<file path="src/rtl/div8_seq.sv">
// rtl/div8_seq.sv - multi-cycle restoring divider, one quotient bit per clock
// Optional feature: define DIV_SIGNED_EN for two's-complement operands (default build is unsigned).
module div8_seq #(
    parameter int WIDTH = 8
) (
    input  logic             clk,
    input  logic             rst_n,
    input  logic             start,
    input  logic [WIDTH-1:0] dividend,
    input  logic [WIDTH-1:0] divisor,
    output logic             busy,
    output logic             done,
    output logic [WIDTH-1:0] quotient,
    output logic [WIDTH-1:0] remainder,
    output logic             div_by_zero
);

    localparam int CW = (WIDTH > 2) ? $clog2(WIDTH) : 1;
    localparam logic [CW-1:0]    CNT_LOAD = CW'(WIDTH - 1);
    localparam logic [WIDTH+1:0] ONE      = {{(WIDTH+1){1'b0}}, 1'b1};

    typedef enum logic [1:0] {
        S_IDLE = 2'd0,
        S_CALC = 2'd1,
        S_DONE = 2'd2
    } state_t;

    state_t           state_q, state_d;
    logic [CW-1:0]    cnt_q, cnt_d;
    logic [WIDTH-1:0] rem_q, rem_d;
    logic [WIDTH-1:0] dvd_q, dvd_d;
    logic [WIDTH-1:0] dvs_q, dvs_d;
    logic             busy_q, busy_d;
    logic             done_q, done_d;
    logic [WIDTH-1:0] quo_q, quo_d;
    logic [WIDTH-1:0] rmd_q, rmd_d;
    logic             dbz_q, dbz_d;

    logic [WIDTH:0]   rem_sh;
    logic [WIDTH+1:0] trial_sum;
    logic             carry;
    logic [WIDTH-1:0] q_next, r_next;
    logic [WIDTH-1:0] mag_a, mag_b;
    logic [WIDTH-1:0] fix_q, fix_r;
    logic             unused_trial_msb;

`ifdef DIV_SIGNED_EN
    logic negq_q, negq_d;
    logic negr_q, negr_d;
`endif

    // Trial subtraction: rem_sh + ~divisor + 1; carry-out set means no borrow.
    always_comb begin
        rem_sh    = {rem_q, dvd_q[WIDTH-1]};
        trial_sum = {1'b0, rem_sh} + {2'b01, ~dvs_q} + ONE;
        carry     = trial_sum[WIDTH+1];
        q_next    = {dvd_q[WIDTH-2:0], carry};
        r_next    = carry ? trial_sum[WIDTH-1:0] : rem_sh[WIDTH-1:0];
    end

    assign unused_trial_msb = trial_sum[WIDTH];

`ifdef DIV_SIGNED_EN
    // Magnitudes are divided; most-negative maps to itself, which reads correctly as unsigned.
    always_comb begin
        mag_a  = dividend[WIDTH-1] ? -dividend : dividend;
        mag_b  = divisor[WIDTH-1]  ? -divisor  : divisor;
        negq_d = negq_q;
        negr_d = negr_q;
        if (state_q == S_IDLE && start) begin
            negq_d = dividend[WIDTH-1] ^ divisor[WIDTH-1];
            negr_d = dividend[WIDTH-1];
        end
        fix_q = negq_q ? -q_next : q_next;
        fix_r = negr_q ? -r_next : r_next;
    end
`else
    always_comb begin
        mag_a = dividend;
        mag_b = divisor;
        fix_q = q_next;
        fix_r = r_next;
    end
`endif

    always_comb begin
        state_d = state_q;
        cnt_d   = cnt_q;
        rem_d   = rem_q;
        dvd_d   = dvd_q;
        dvs_d   = dvs_q;
        busy_d  = 1'b0;
        done_d  = 1'b0;
        quo_d   = quo_q;
        rmd_d   = rmd_q;
        dbz_d   = dbz_q;
        case (state_q)
            S_IDLE: begin
                if (start) begin
                    cnt_d = CNT_LOAD;
                    rem_d = '0;
                    dvd_d = mag_a;
                    dvs_d = mag_b;
                    dbz_d = 1'b0;
                    if (divisor == '0) begin
                        state_d = S_DONE;
                        done_d  = 1'b1;
                        quo_d   = '1;
                        rmd_d   = dividend;
                        dbz_d   = 1'b1;
                    end else begin
                        state_d = S_CALC;
                        busy_d  = 1'b1;
                    end
                end
            end
            S_CALC: begin
                rem_d = r_next;
                dvd_d = q_next;
                cnt_d = cnt_q - 1'b1;
                if (cnt_q == '0) begin
                    state_d = S_DONE;
                    done_d  = 1'b1;
                    quo_d   = fix_q;
                    rmd_d   = fix_r;
                end else begin
                    busy_d = 1'b1;
                end
            end
            S_DONE: begin
                state_d = S_IDLE;
            end
            default: begin
                state_d = S_IDLE;
            end
        endcase
    end

    always_ff @(posedge clk or negedge rst_n) begin
        if (!rst_n) begin
            state_q <= S_IDLE;
            cnt_q   <= '0;
            rem_q   <= '0;
            dvd_q   <= '0;
            dvs_q   <= '0;
            busy_q  <= 1'b0;
            done_q  <= 1'b0;
            quo_q   <= '0;
            rmd_q   <= '0;
            dbz_q   <= 1'b0;
`ifdef DIV_SIGNED_EN
            negq_q  <= 1'b0;
            negr_q  <= 1'b0;
`endif
        end else begin
            state_q <= state_d;
            cnt_q   <= cnt_d;
            rem_q   <= rem_d;
            dvd_q   <= dvd_d;
            dvs_q   <= dvs_d;
            busy_q  <= busy_d;
            done_q  <= done_d;
            quo_q   <= quo_d;
            rmd_q   <= rmd_d;
            dbz_q   <= dbz_d;
`ifdef DIV_SIGNED_EN
            negq_q  <= negq_d;
            negr_q  <= negr_d;
`endif
        end
    end

    assign busy        = busy_q;
    assign done        = done_q;
    assign quotient    = quo_q;
    assign remainder   = rmd_q;
    assign div_by_zero = dbz_q;

endmodule

</file>
<file path="config.mk">
export PLATFORM = sky130hd
export DESIGN_NAME = div8_seq
export DESIGN_NICKNAME = d
export VERILOG_FILES = /design/src/rtl/div8_seq.sv
export SDC_FILE = /design/constraint.sdc
export NUM_CORES = 1
export LEC_CHECK = 0
export ABC_AREA = 1
export CAP_MARGIN = 15
export CORE_MARGIN = 2
export CORE_UTILIZATION = 45
export CTS_CLUSTER_SIZE = 25
export DETAILED_ROUTE_END_ITERATION = 16
export MAX_ROUTING_LAYER = met4
export PLACE_DENSITY = 0.78
export SYNTH_ARGS = -nofsm -noshare
export SYNTH_HDL_FRONTEND = slang
export SYNTH_SLANG_ARGS = --single-unit
</file>
<file path="constraint.sdc">
create_clock -name clk -period 3.4 [get_ports clk]
set_clock_uncertainty 0.1 [all_clocks]
set_input_delay 0.68 -clock clk [delete_from_list [all_inputs] [get_ports clk]]
set_output_delay 0.68 -clock clk [all_outputs]
set_load 0.01 [all_outputs]
</file>
==> impl_metrics.xml, run 1 <==
<?xml version="1.0" encoding="UTF-8"?>
<metrics>
  <group name="yosys">
    <metric name="post_synth_main_area_contributors" unit="">dfrtp_1 47%, nand2_1 11%, inv_1 8.0%</metric>
    <metric name="synthesis.area" unit="um2">2570</metric>
    <metric name="synth.distinct_cells" unit="">30</metric>
    <metric name="yosysWarnings" unit="">0</metric>
    <metric name="synth-edff-count" unit="">0</metric>
    <metric name="async_reset_ff_share" unit="%">100</metric>
    <metric name="synth-seq-area-share" unit="%">46.7</metric>
    <metric name="synth_top_area_share" unit="%">46.7</metric>
    <metric name="ys_seq_elements" unit="">48</metric>
    <metric name="synth_top_flop_cell" unit="">dfrtp_1</metric>
    <metric name="synth_nets" unit="">357</metric>
    <metric name="syn_area_per_cell" unit="um2">7.87</metric>
    <metric name="synth.largest_area_cell" unit="">dfrtp_1</metric>
    <metric name="postSynthCellCount" unit="">327</metric>
  </group>
  <group name="grt">
    <metric name="globalRouteOverflowTotal" unit="">0</metric>
    <metric name="global_route_wire_length_before_repair" unit="mm">9.03</metric>
    <metric name="grt_start_max_net_pins" unit="">49</metric>
    <metric name="first_global_vias" unit="">2012</metric>
    <metric name="grt_antenna_before_repair" unit="">0</metric>
    <metric name="groute.usage.overall" unit="%">19.1</metric>
  </group>
  <group name="worst_setup_path">
    <metric name="critPathKind" unit="">reg -&gt; reg</metric>
    <metric name="crit_path_cell_chain" unit="">inv_1 &gt; nand2_2 &gt; inv_2 &gt; nand2_1 &gt; nand2_1 &gt; o21ai_2 &gt; buf_4 &gt; nor2_1 &gt; nand3_1 &gt; nand2_1 &gt; inv_1</metric>
    <metric name="worst_setup_path_startpoint" unit="">state_q[1]</metric>
    <metric name="crit_path_required_time" unit="ns">3.52</metric>
    <metric name="cp_max_fo" unit="">26</metric>
    <metric name="crit_buf_inv" unit="">4</metric>
    <metric name="critical-path-top-delay-family" unit="">buffers and inverters</metric>
    <metric name="cp_common_cell" unit="">nand2_1</metric>
    <metric name="longest_individual_stage_delay_on_the_worst_path" unit="ns">0.45</metric>
    <metric name="timing.critical_path.arrival" unit="ns">2.20</metric>
    <metric name="cp_slowest_cell" unit="">inv_2</metric>
    <metric name="endpoint_kind" unit="">register</metric>
    <metric name="timing.critical_path.from_type" unit="">register</metric>
    <metric name="worstReg2RegStart" unit="">state_q[1]</metric>
  </group>
  <group name="clock_tree">
    <metric name="tritoncts" unit="">done</metric>
    <metric name="worstSkewPairLatency" unit="ns">0.31</metric>
    <metric name="ctsHtreeMaxLevel" unit="">2</metric>
    <metric name="cts-resized-gates" unit="">0</metric>
    <metric name="post_cts_buffers" unit="">0</metric>
    <metric name="root_buffer_cell" unit="">clkbuf_8</metric>
    <metric name="clock_sink_count" unit="">48</metric>
    <metric name="clk_pin_slew" unit="ns">0.09</metric>
    <metric name="cts_hold_buf" unit="">0</metric>
    <metric name="cts_buffer_count" unit="">5</metric>
    <metric name="cts-root-to-sink-buffers" unit="">2</metric>
  </group>
  <group name="finish">
    <metric name="finalNetCount" unit="">394</metric>
    <metric name="instances_no_fill" unit="">437</metric>
    <metric name="fillerInstances" unit="">496</metric>
    <metric name="most_common_cell_after_layout_fill_and_taps_aside" unit="">nand2_1</metric>
    <metric name="num_antenna_cells" unit="">0</metric>
    <metric name="final_cell_mix" unit="">72 x nand2_1, 55 x inv_1, 48 x dfrtp_1, 36 x clkdlybuf4s50_1, 30 x nand3_1</metric>
    <metric name="drive_above_1_share" unit="%">6.85</metric>
    <metric name="syn2layout_area_growth" unit="%">20.8</metric>
  </group>
  <group name="route">
    <metric name="drt-vias-per-instance" unit="">5.01</metric>
    <metric name="final_antenna_net_count" unit="">0</metric>
    <metric name="avgRoutedWirePerCell" unit="um">12.5</metric>
    <metric name="dr.first_iter.drc_count" unit="">151</metric>
    <metric name="detailroute.via_count" unit="">2189</metric>
    <metric name="drt_first_pass_iters" unit="">4</metric>
    <metric name="wl" unit="mm">5.46</metric>
    <metric name="route.detailed.drc" unit="">0</metric>
  </group>
  <group name="place">
    <metric name="post-place-cells" unit="">428</metric>
    <metric name="port_buffers" unit="">37</metric>
    <metric name="finalWeightedCongestion" unit="">0.858</metric>
    <metric name="detailedPlacementHpwl" unit="mm">3.99</metric>
  </group>
  <group name="timing">
    <metric name="relSlewSlack" unit="%">70.2</metric>
    <metric name="fin_setup_tns" unit="ns">0</metric>
    <metric name="final.min_clock_period" unit="ns">2.08</metric>
    <metric name="setup_viol_count_final" unit="">0</metric>
    <metric name="grt_setup_unrepaired" unit="">false</metric>
    <metric name="period_utilisation_layout" unit="%">61.2</metric>
    <metric name="timing.fmax" unit="MHz">480</metric>
    <metric name="timing_worst_slew_pin_value" unit="ns">0.447</metric>
    <metric name="slew_violations" unit="">0</metric>
    <metric name="finalHoldViolCount" unit="">0</metric>
  </group>
  <group name="power">
    <metric name="p_per_area" unit="nW/um2">1010</metric>
    <metric name="p_sw_share" unit="%">45.2</metric>
    <metric name="p_comb_share" unit="%">57.2</metric>
    <metric name="share_clk_of_total_power" unit="%">11.2</metric>
    <metric name="cell_internal_pwr" unit="W">0.00172</metric>
    <metric name="power.switching" unit="W">0.00142</metric>
    <metric name="ir_worst_vdd" unit="mV">0.566</metric>
    <metric name="p_leak" unit="nW">1.60</metric>
    <metric name="p_seq_share" unit="%">31.6</metric>
  </group>
  <group name="floorplan">
    <metric name="core_area" unit="um2">5510</metric>
    <metric name="initial_utilization" unit="%">46.7</metric>
    <metric name="placement_rows" unit="">27</metric>
    <metric name="die-area" unit="um2">6340</metric>
    <metric name="num_io_pins" unit="">38</metric>
    <metric name="die_w" unit="um">79.6</metric>
    <metric name="chipHeight" unit="um">79.6</metric>
  </group>
  <group name="run">
    <metric name="timing.max_cap.violations" unit="">0</metric>
  </group>
  <group name="run_status">
    <metric name="run_status" unit="">finished, final reports clean</metric>
  </group>
  <group name="hold_path">
    <metric name="min_path_type" unit="">in -&gt; async</metric>
  </group>
</metrics>
[cell usage after synthesis (2+ instances only)]
| cell type | count |
|---|---|
| nand2_1 | 72 |
| inv_1 | 55 |
| dfrtp_1 | 48 |
| nand3_1 | 30 |
| nor2_1 | 24 |
| o21ai_0 | 23 |
| ha_1 | 10 |
| nand4_1 | 10 |
| a31oi_1 | 7 |
| a21oi_1 | 6 |
| or2_0 | 6 |
| clkbuf_1 | 5 |
| nand2_2 | 4 |
| buf_2 | 3 |
| or2_2 | 3 |
| xor2_1 | 3 |
| buf_4 | 2 |
| inv_2 | 2 |
| o211ai_1 | 2 |
| o22ai_1 | 2 |
[state kept, by name, summed over array words and instances, names as in the netlist]
name / count
dvs_q: 8
done: 1
state_q: 2
quotient: 8
busy: 1
rem_q: 8
remainder: 8
cnt_q: 3
dvd_q: 8
div_by_zero: 1
[final cells by class]
type	instances	area [um2]	area share (%)
sequential	48	1200	38.7
clock inverter	2	10.0	0.322
multi-input combinational	211	1100	35.6
clock buffer	6	82.6	2.66
inverter	58	218	7.01
timing repair buffer	40	400	12.9
tap	72	90.1	2.90
[power groups by stage]
| stage | Sequential (W) | Clock (W) | Combinational [W] |
|---|---|---|---|
| 2_1_floorplan | 0.00102 | 0 | 0.00124 |
| 3_3_place_gp | 0.000996 | 0 | 0.00175 |
| 3_5_place_dp | 0.00100 | 0 | 0.00181 |
| 4_1_cts | 0.000995 | 0.000364 | 0.00181 |
| 5_1_grt | 0.00103 | 0.000382 | 0.00205 |
| 6_report | 0.000995 | 0.000354 | 0.00180 |
[worst register-to-register path, stage by stage (launching register included)]
cell	delay, ns
dfrtp_1	0.38
inv_1	0.07
nand2_2	0.24
inv_2	0.45
nand2_1	0.10
nand2_1	0.09
o21ai_2	0.07
buf_4	0.18
nor2_1	0.14
nand3_1	0.09
nand2_1	0.06
inv_1	0.03
[worst paths after layout]
| kind | to | slack (ns) | cells past startpoint |
|---|---|---|---|
| worst max-delay path | remainder[7] | 1.32 | 11 |
| worst min-delay path | quotient[5] | 0.09 | 1 |
| worst max register to register | remainder[7] | 1.32 | 11 |
| worst min register to register | dvs_q[6] | 0.39 | 2 |
| max in group asynchronous | dvd_q[1] | 2.64 | 2 |
| min in group clk | dvs_q[6] | 0.39 | 2 |
[through the flow]
step	hold WS [ns]	setup WS (ns)	utilization (%)	cell area (um2)	total power, W
floorplan	0.284	1.61	-	2570	0.00225
global placement	0.370	1.05	54.4	2990	0.00275
detailed placement	0.377	1.03	54.4	2990	0.00281
CTS	0.398	1.31	56.1	3090	0.00317
global route	0.0895	1.05	56.4	3110	0.00346
finish	0.0908	1.32	56.4	3110	0.00315
[layer usage]
layer,wire [um],track usage (%),up-vias
met3,246,5.20,7
met4,93,7.76,0
met1,2510,23.6,1029
met2,2610,29.6,45
met5,0,-,-
li1,-,-,1108
[kinds of logic after synthesis]
| kind of cell | Yosys count | share of synthesized area (%) |
|---|---|---|
| fa+ha+maj | 11 | 5.64 |
| simple gates | 155 | 27.2 |
| xor+xnor | 3 | 1.02 |
| flops | 48 | 46.7 |
| buf+inv | 68 | 10.4 |
| compound gates | 42 | 9.05 |
(Power assumes the default switching activity.)
==> inputs of run 2 (changes only) <==
--- a/config.mk
+++ b/config.mk
@@ -12,7 +12,7 @@
 export CTS_CLUSTER_SIZE = 25
 export DETAILED_ROUTE_END_ITERATION = 16
 export MAX_ROUTING_LAYER = met4
-export PLACE_DENSITY = 0.78
+export PLACE_DENSITY = 0.81
 export SYNTH_ARGS = -nofsm -noshare
 export SYNTH_HDL_FRONTEND = slang
 export SYNTH_SLANG_ARGS = --single-unit
==> constraint.sdc (replaced) <==
create_clock -name clk -period 1.7 [get_ports clk]
set_clock_uncertainty 0.1 [all_clocks]
set_input_delay 0.34 -clock clk [delete_from_list [all_inputs] [get_ports clk]]
set_output_delay 0.34 -clock clk [all_outputs]
set_load 0.01 [all_outputs]
==> run 2 against run 1 <==
  * The run now ends with negative setup slack left
  * Utilization up 13 points
  * Sequential share of layout area fell by 7.5 points
  * Combinational power grew to 3.2 times the previous value
  * Critical path type unchanged
  * Critical endpoint is now remainder[4]
  * Largest cell class is now multi-input gates
==> impl_metrics.xml, run 2 (synthesized netlist as in run 1, its figures left out) <==
<?xml version="1.0" encoding="UTF-8"?>
<metrics>
  <group name="floorplan">
    <metric name="num_io_pins" unit="">38</metric>
    <metric name="initial_utilization" unit="%">46.7</metric>
    <metric name="die_w" unit="um">79.6</metric>
    <metric name="chipHeight" unit="um">79.6</metric>
    <metric name="placement_rows" unit="">27</metric>
    <metric name="die-area" unit="um2">6340</metric>
    <metric name="core_area" unit="um2">5510</metric>
  </group>
  <group name="route">
    <metric name="detailed_routing_wirelength_on_met1" unit="mm">2.84</metric>
    <metric name="detailroute.wirelength.met3" unit="um">312</metric>
    <metric name="drt_first_pass_iters" unit="">4</metric>
    <metric name="top_layer_used" unit="">met4</metric>
    <metric name="avgRoutedWirePerCell" unit="um">14.4</metric>
    <metric name="dr.first_iter.drc_count" unit="">195</metric>
    <metric name="detailroute.via_count" unit="">2543</metric>
    <metric name="wl" unit="mm">7.10</metric>
    <metric name="final_antenna_net_count" unit="">0</metric>
    <metric name="drt-vias-per-instance" unit="">5.17</metric>
    <metric name="met2WireLength" unit="mm">3.70</metric>
    <metric name="route.detailed.drc" unit="">0</metric>
  </group>
  <group name="timing">
    <metric name="setup_viol_count_final" unit="">16</metric>
    <metric name="slew_violations" unit="">0</metric>
    <metric name="final_critical_path_setup_slack" unit="ns">-0.248</metric>
    <metric name="finalHoldViolCount" unit="">0</metric>
    <metric name="period_utilisation_layout" unit="%">115</metric>
    <metric name="relSlewSlack" unit="%">78.7</metric>
    <metric name="timing_worst_slew_pin_value" unit="ns">0.319</metric>
    <metric name="grt_setup_unrepaired" unit="">true</metric>
    <metric name="final.min_clock_period" unit="ns">1.95</metric>
    <metric name="timing.fmax" unit="MHz">513</metric>
  </group>
  <group name="place">
    <metric name="finalWeightedCongestion" unit="">0.822</metric>
    <metric name="port_buffers" unit="">37</metric>
    <metric name="detailedPlacementHpwl" unit="mm">4.35</metric>
  </group>
  <group name="clock_tree">
    <metric name="tritoncts" unit="">done</metric>
    <metric name="cts-root-to-sink-buffers" unit="">2</metric>
    <metric name="ctsHtreeMaxLevel" unit="">2</metric>
    <metric name="clock_sink_count" unit="">48</metric>
    <metric name="clk_pin_slew" unit="ns">0.09</metric>
    <metric name="worstSkewPairLatency" unit="ns">0.29</metric>
    <metric name="cts_buffer_count" unit="">5</metric>
    <metric name="root_buffer_cell" unit="">clkbuf_8</metric>
  </group>
  <group name="power">
    <metric name="ir_worst_vdd" unit="mV">1.39</metric>
    <metric name="p_per_area" unit="nW/um2">2230</metric>
    <metric name="overall_power_consumption" unit="W">0.00860</metric>
    <metric name="p_leak" unit="nW">1.91</metric>
  </group>
  <group name="grt">
    <metric name="globalRouteOverflowTotal" unit="">0</metric>
    <metric name="global_route_wire_length_before_repair" unit="mm">10.9</metric>
    <metric name="first_global_vias" unit="">2536</metric>
    <metric name="grt_start_max_net_pins" unit="">49</metric>
    <metric name="grt_antenna_before_repair" unit="">0</metric>
    <metric name="groute.usage.overall" unit="%">22.6</metric>
  </group>
  <group name="run_status">
    <metric name="run_status" unit="">finished, violations left</metric>
    <metric name="failed_checks" unit="">negative setup slack</metric>
  </group>
  <group name="worst_setup_path">
    <metric name="cp_max_fo" unit="">6</metric>
    <metric name="critPathKind" unit="">reg -&gt; reg</metric>
    <metric name="timing.critical_path.from_type" unit="">register</metric>
    <metric name="timing.critical_path.arrival" unit="ns">2.08</metric>
    <metric name="endpoint_kind" unit="">register</metric>
    <metric name="crit_path_required_time" unit="ns">1.83</metric>
  </group>
  <group name="finish">
    <metric name="final_core_util" unit="%">69.9</metric>
    <metric name="finalNetCount" unit="">449</metric>
    <metric name="syn2layout_area_growth" unit="%">49.7</metric>
    <metric name="final_cell_mix" unit="">63 x nand2_1, 48 x dfrtp_1, 47 x buf_4, 46 x inv_1, 36 x clkdlybuf4s50_1</metric>
    <metric name="most_common_cell_after_layout_fill_and_taps_aside" unit="">nand2_1</metric>
    <metric name="fillerInstances" unit="">411</metric>
    <metric name="drive_above_1_share" unit="%">28.6</metric>
    <metric name="num_antenna_cells" unit="">0</metric>
  </group>
  <group name="run">
    <metric name="timing.max_cap.violations" unit="">0</metric>
  </group>
  <group name="hold_path">
    <metric name="min_path_type" unit="">reg -&gt; reg</metric>
  </group>
</metrics>
## run 2: cell count changes in the layout (fill, tap and decap cells not counted), moves of 5 or more
cell	previous run	this run
buf_6	0	5
nand2_2	4	12
ha_1	10	2
inv_2	2	10
ha_4	0	8
nand3_1	30	23
buf_4	2	47
inv_1	55	46
nand3_2	1	6
nand2_1	72	63
## run 2: report_power, final
part           internal [W]  total [W]  switching, W
clock              0.000519   0.000894      0.000375
combinational       0.00261    0.00567       0.00306
sequential          0.00169    0.00203      0.000342
## run 2: worst paths after layout
| path | start | endpoint | slack [ns] | depth (start not counted) |
|---|---|---|---|---|
| min in group asynchronous | rst_n | quotient[5] | 0.45 | 3 |
| hold reg to reg | dvs_q[7] | dvs_q[7] | 0.40 | 2 |
| max in group asynchronous | rst_n | dvs_q[4] | 0.82 | 3 |
| setup reg to reg | rem_q[5] | remainder[4] | -0.25 | 12 |
| setup / recovery | rem_q[5] | remainder[4] | -0.25 | 12 |
| hold / removal | dvs_q[7] | dvs_q[7] | 0.40 | 2 |
## run 2: area by class of cell
class / count / area (um2) / share of cell area (%)
Clock buffer: 7 / 96.3 / 2.50
Clock inverter: 1 / 30.0 / 0.780
Inverter: 58 / 220 / 5.72
Multi-Input combinational cell: 213 / 1370 / 35.5
Sequential cell: 48 / 1200 / 31.2
Tap cell: 72 / 90.1 / 2.34
Timing Repair Buffer: 93 / 845 / 21.9
## run 2: per-stage QoR
step / worst slack, ns / instance area (um2) / std cells / hold WS (ns) / setup TNS [ns]
after floorplan: 0.0121 / 2600 / 327 / -0.0556 / 0
after global placement: -0.253 / 3330 / 466 / 0.241 / -2.91
after detailed placement: -0.315 / 3330 / 466 / 0.242 / -3.74
after CTS: -0.140 / 3640 / 485 / 0.406 / -1.26
after global routing: -0.280 / 3850 / 492 / 0.447 / -3.06
final: -0.248 / 3850 / 492 / 0.398 / -1.71
## run 2: critical path, stage by stage (launching register included)
cell     delay [ns]
dfrtp_1        0.43
ha_4           0.27
nand2_2        0.07
nand2_2        0.07
nand2_2        0.07
nand2_2        0.06
nor2_4         0.10
buf_12         0.14
buf_6          0.10
nand4_1        0.13
nand3_1        0.17
nand2_1        0.08
inv_1          0.07
## run 2: repair_timing
item	in CTS	in global routing
endpoints found under the setup margin	18	25
buffers inserted	8	8
cloned	2	0
gates resized for setup	23	32
hold buffers	1	0
pin swaps	26	16
endpoints found under the hold margin	48	0
## run 2: per-layer routing
layer / vias up / track usage, %
li1: 1226 / -
met1: 1200 / 26.9
met2: 83 / 39.2
met3: 34 / 3.39
met4: 0 / 7.41
met5: - / -
